**config.mk**
```make
export PLATFORM = sky130hd
export DESIGN_NAME = sync_filter_edge
export DESIGN_NICKNAME = d
export VERILOG_FILES = /design/src/rtl/sync_filter_edge_pkg.sv /design/src/rtl/sync_filter_channel.sv /design/src/rtl/sync_filter_edge.sv
export SDC_FILE = /design/constraint.sdc
export NUM_CORES = 1
export LEC_CHECK = 0
export CAP_MARGIN = 20
export CORE_UTILIZATION = 50
export CTS_BUF_LIST = sky130_fd_sc_hd__clkbuf_8
export DETAILED_ROUTE_END_ITERATION = 8
export GPL_ROUTABILITY_DRIVEN = 0
export GPL_TIMING_DRIVEN = 0
export PLACE_DENSITY_LB_ADDON = 0.3
export SLEW_MARGIN = 40
export SYNTH_ARGS = -nofsm -noshare
export SYNTH_HDL_FRONTEND = slang
export SYNTH_SLANG_ARGS = --single-unit
export TNS_END_PERCENT = 100
```
**constraint.sdc**
```tcl
create_clock -name i_clk -period 1.6 [get_ports i_clk]
set_input_delay 0.32 -clock i_clk [delete_from_list [all_inputs] [get_ports i_clk]]
set_output_delay 0.32 -clock i_clk [all_outputs]
set_load 0.02 [all_outputs]
```
**src/rtl/sync_filter_edge_pkg.sv**
```systemverilog
// sync_filter_edge_pkg: shared helpers for the input conditioner
package sync_filter_edge_pkg;
  function automatic int clog2(input int v);
    int r;
    r = 0;
    while ((1 << r) < v) r++;
    return r;
  endfunction
  function automatic int counter_width(input int f);
    return clog2(f) < 1 ? 1 : clog2(f);
  endfunction
endpackage

```
**src/rtl/sync_filter_channel.sv**
```systemverilog
// sync_filter_channel: one-bit synchroniser, stability filter and edge pulses
module sync_filter_channel
  import sync_filter_edge_pkg::*;
#(
  parameter int   p_DEPTH     = 3,
  parameter int   p_FILTER    = 4,
  parameter logic p_RESET_BIT = 1'b0
) (
  input  logic i_clk,
  input  logic i_reset,
  input  logic i_input,
  output logic o_level,
  output logic o_rise,
  output logic o_fall
);
  localparam int CW = counter_width(p_FILTER);
  logic [p_DEPTH-1:0] sync;
  logic [CW-1:0]      cnt;
  logic               s;
  logic               flip;
  assign s = sync[p_DEPTH-1];
  // Level flips once the synchronised sample has differed for p_FILTER edges in a row
  always_comb flip = (s != o_level) && (cnt == CW'(p_FILTER - 1));
  // Synchroniser chain; only stage 0 ever sees the raw pin
  always_ff @(posedge i_clk)
    sync <= i_reset ? {p_DEPTH{p_RESET_BIT}} : {sync[p_DEPTH-2:0], i_input};
  // Filter counter, filtered level and registered edge pulses
  always_ff @(posedge i_clk)
    if (i_reset) begin
      cnt     <= '0;
      o_level <= p_RESET_BIT;
      o_rise  <= 1'b0;
      o_fall  <= 1'b0;
    end else begin
      cnt     <= (s == o_level || flip) ? '0 : cnt + CW'(1);
      o_level <= flip ? s : o_level;
      o_rise  <= flip & s;
      o_fall  <= flip & ~s;
    end
endmodule

```
**src/rtl/sync_filter_edge.sv**
```systemverilog
// sync_filter_edge: multi-channel synchronise, glitch-filter and edge-detect
module sync_filter_edge
  import sync_filter_edge_pkg::*;
#(
  parameter int                 p_WIDTH       = 3,
  parameter int                 p_DEPTH       = 3,
  parameter int                 p_FILTER      = 4,
  parameter logic [p_WIDTH-1:0] p_RESET_VALUE = '0
) (
  input  logic               i_clk,
  input  logic               i_reset,
  input  logic [p_WIDTH-1:0] iv_input,
  output logic [p_WIDTH-1:0] ov_level,
  output logic [p_WIDTH-1:0] ov_rise,
  output logic [p_WIDTH-1:0] ov_fall
);
  for (genvar i = 0; i < p_WIDTH; i++) begin : g_ch
    sync_filter_channel #(
      .p_DEPTH    (p_DEPTH),
      .p_FILTER   (p_FILTER),
      .p_RESET_BIT(p_RESET_VALUE[i])
    ) u_ch (
      .i_clk  (i_clk),
      .i_reset(i_reset),
      .i_input(iv_input[i]),
      .o_level(ov_level[i]),
      .o_rise (ov_rise[i]),
      .o_fall (ov_fall[i])
    );
  end
endmodule

```
Word-level counts from Yosys, hierarchy flattened
Cells that the tools add are included.

storage, ports and cells
  output and inout bits = 9
  input bits = 5
  register bits = 24
  logic and storage cells = 45

operators by class
  add/subtract/negate cells = 3
  equality and inequality tests = 9
  bitwise operators = 9
  reductions and logical operators = 9

operators by type and width
  cell                                                           count
  2-bit by 1-bit adder with 2-bit output, second input constant  3
  1-bit bitwise AND                                              6
  2-bit == test, second input constant                           3
  2-bit OR reduction                                             3
  1-bit == test                                                  3
  1-bit logical AND                                              3
  1-bit logical OR                                               3
  1-bit != test                                                  3
  1-bit NOT                                                      3

Logic depth before layout (Yosys ltp)
  depth in word-level cells = 4
  depth in mapped cells = 3

By module
Synthesis repeated with hierarchy kept, for this count alone.

unflattened totals
  cell total of the unflattened synthesis = 57
  area total of the unflattened synthesis = 780.7 um^2

by module, submodules not included
  module               cells an instance  instances  area each (um^2)
  sync_filter_channel  19                 3          260.2

Worst setup path before layout
Ideal clock, no wire load.

  path type = reg2reg
  start point = reg g_ch[1].u_ch.cnt[0]
  end point = reg g_ch[1].u_ch.o_level
  path slack = 0.684 ns
  setup time = 0.114 ns
  cell stages (with the launch flop) = 4
  arrival time = 0.802 ns
  data required time = 1.486 ns
  buffers on the path = 0
  clock period less this slack = 0.916 ns
  path through = dfxtp_1 -> ha_1 -> mux2i_1 -> nor2_1

between the ends
  cells in the longest elaborated chain, start to end = 2

RTL lines
  item                    line                       RTL
  from (decl)             sync_filter_channel.sv:18  logic [CW-1:0] cnt;
  from (signal assigned)  sync_filter_channel.sv:35  cnt <= (s == o_level || flip) ? '0 : cnt + CW'(1);
  2-bit == test           sync_filter_channel.sv:23  always_comb flip = (s != o_level) && (cnt == CW'(p_FILTER - 1));
  1-bit logical AND       sync_filter_channel.sv:23
  to (signal assigned)    sync_filter_channel.sv:31  o_level <= p_RESET_BIT;
  to (signal assigned)    sync_filter_channel.sv:36  o_level <= flip ? s : o_level;
  to (decl)               sync_filter_channel.sv:12  output logic o_level,

No other way between the ends.
A chain may end at the register's enable or synchronous reset.

Worst setup path after layout
  start point = reg g_ch[1].u_ch.o_rise
  end point = out ov_rise[1]

RTL lines
  item                    line                       RTL
  from (decl)             sync_filter_channel.sv:13  output logic o_rise,
  from (signal assigned)  sync_filter_channel.sv:37  o_rise <= flip & s;
  to (decl)               sync_filter_edge.sv:14     output logic [p_WIDTH-1:0] ov_rise,

No word-level cell between the ends.

==> metrics.csv <==
metric,value,unit
status,"finished, final reports clean",
holdCritPathClass,flip-flop to flip-flop,
io_buffers,13,
cts_root_buf,clkbuf_8,
n_fill_cell,122,
synth_area_leader_cell,dfxtp_1,
h-tree-depth,1,
wl_met3,23,um
hold_viol_final,0,
cts_buffers,3,
synth.avg_cell_area,13.1,sq um
grt_setup_unrepaired,false,
fin_tns_setup,0,ns
viasPerCell,4.50,
ir_worst_vdd,713,uV
arrival,1.24,ns
clock.fmax,641,MHz
design.die.area,0.00196,sq mm
std_cell_rows,14,
synth_top_area_share,53.8,%
cp_data_required_time,1.28,ns
yosys_warnings,0,
synthCells,68,
syn-num-nets,76,
crit_fanout,1,
initialDrtViolationCount,0,
ys_seq_area_share,53.8,%
stdcell_area,0.00111,sq mm
routedWlPerCell,11.2,um
path_clk_slew,0.08,ns
maxUsedRoutingLayer,met4,
area_growth_syn_to_layout,24.4,%
critPathCaptureType,output port,
drv_slew,0,
leakage,0.512,nW
cts.sinks,24,
clock_latency,0.26,ns
fp.dieH,44.3,um
drive_gt1_share,31.8,%
period_share,97.6,%
wl_met2,637,um
grt_max_degree,14,
maxSlewHeadroom,78.9,%
fin_nets,94,
cts_tree,done,
antenna_found_initial,0,
ios,14,
ys_ff_latch,24,
dr.pass1.iters,1,
seq_area,480,sq um
hpwl,878,um
synth_area_leaders,"dfxtp_1, and4bb_2, buf_4",
diodes,0,
dieWidth,44.3,um
clock_path_buffers,2,
vias,490,
worstSetupPathType,flip-flop to output port,
fin_crit,1.56,ns
grt_pass1_wl,2.03,mm
wl_met1,550,um
core,0.00159,sq mm
overflow,0,
multi_input_area,323,sq um
grt_pass1_vias,484,
post-route-drc-count,0,
drt_wl_total,1.23,mm
synth_cell_types,12,
finalSetupViolCount,0,
grtUsageTotal,14.7,%
worstSetupStartpointType,flip-flop,
maxCapViolCount,0,
power-per-cell-area,944,mW/mm^2
worst_pin_slew,0.315,ns
syn-cell-area,893,sq um
fin_skew,0.00142,ns
start_util,56.0,%
placed_cell_area,0.00105,sq mm
ant_nets,0,
cell usage in the layout, fill, tap and decap left out, drive strengths merged, types with 4 or more instances in the layout:
cell | netlist | routed
clkdlybuf4s50 | 0 | 6
dlygate4sd2 | 0 | 4
buf | 11 | 11
dfxtp | 24 | 24
clkbuf | 0 | 4
nor2b | 6 | 6
and4bb | 6 | 6
power by group:
part           total, mW  internal, mW  switching (mW)
Clock              0.399         0.219           0.180
Combinational     0.0385        0.0236          0.0150
Sequential         0.611         0.607         0.00446
Total               1.05         0.850           0.200
cells in the mapped netlist:
cell and instances:
dfxtp_1 24, buf_4 9, and4bb_2 6, nor2b_1 6
and2b_1 3, ha_1 3, mux2i_1 3, nor2_1 3
nor4_2 3, nor4b_2 3, xnor2_1 3, buf_6 2
path summary, 6_finish.rpt:
| path | startpoint | end | slack (ns) | cells past startpoint |
|---|---|---|---|---|
| max | g_ch[1].u_ch.o_rise | ov_rise[1] | 0.04 | 2 |
| min | g_ch[1].u_ch.sync[1] | g_ch[1].u_ch.sync[2] | 0.44 | 1 |
| max reg2reg | g_ch[0].u_ch.cnt[0] | g_ch[0].u_ch.o_level | 0.57 | 3 |
| min reg2reg | g_ch[1].u_ch.sync[1] | g_ch[1].u_ch.sync[2] | 0.44 | 1 |
per-stage QoR:
step	std cells	power, mW	hold slack [ns]	utilization, %	worst slack [ns]
floorplan	68	0.648	0.411	-	0.684
global placement	105	0.664	0.415	66.1	0.178
detailed placement	105	0.665	0.423	66.1	0.180
CTS	109	1.06	0.443	69.2	0.0135
global route	109	1.09	0.464	69.7	0.00525
finish	109	1.05	0.441	69.7	0.0388
layout make-up:
type	count	share of cell area, %
Clock buffer	4	4.95
Buffer	11	8.11
Sequential cell	24	43.2
Tap cell	24	2.70
Timing Repair Buffer	13	11.9
Multi-Input combinational cell	33	29.1
flip-flops by register name, indices dropped and copies added, names as in the netlist:
signal / cells
g_ch.u_ch.o_level: 3
g_ch.u_ch.cnt: 6
g_ch.u_ch.o_rise: 3
g_ch.u_ch.sync: 9
g_ch.u_ch.o_fall: 3
layer usage:
layer	up-vias	track usage (%)
li1	258	-
met1	223	15.7
met2	7	26.8
met3	2	2.45
met4	0	9.09
met5	-	0
kinds of logic (layout without fill, tap and decap cells):
logic type | Yosys count | in the layout | synth area share, %
XOR/XNOR | 3 | 3 | 2.94
AND/OR/NAND/NOR | 24 | 24 | 25.6
multiplexers | 3 | 3 | 3.36
buffers and inverters | 11 | 28 | 10.1
adder cells (fa/ha/maj) | 3 | 3 | 4.20
flip-flops | 24 | 24 | 53.8
critical path, stage by stage (launching register included):
cell             delay [ns]
dfxtp_1                0.31
buf_4                  0.09
clkdlybuf4s50_1        0.58
what timing repair did:
| item | in CTS | in global routing |
|---|---|---|
| hold buffers | 0 | 0 |
| buffers inserted | 0 | 0 |
| endpoints found under the hold margin | 0 | 0 |
| resized for setup | 4 | 3 |
| endpoints found under the setup margin | 4 | 3 |
No activity file was read; power rests on OpenSTA's default activity.
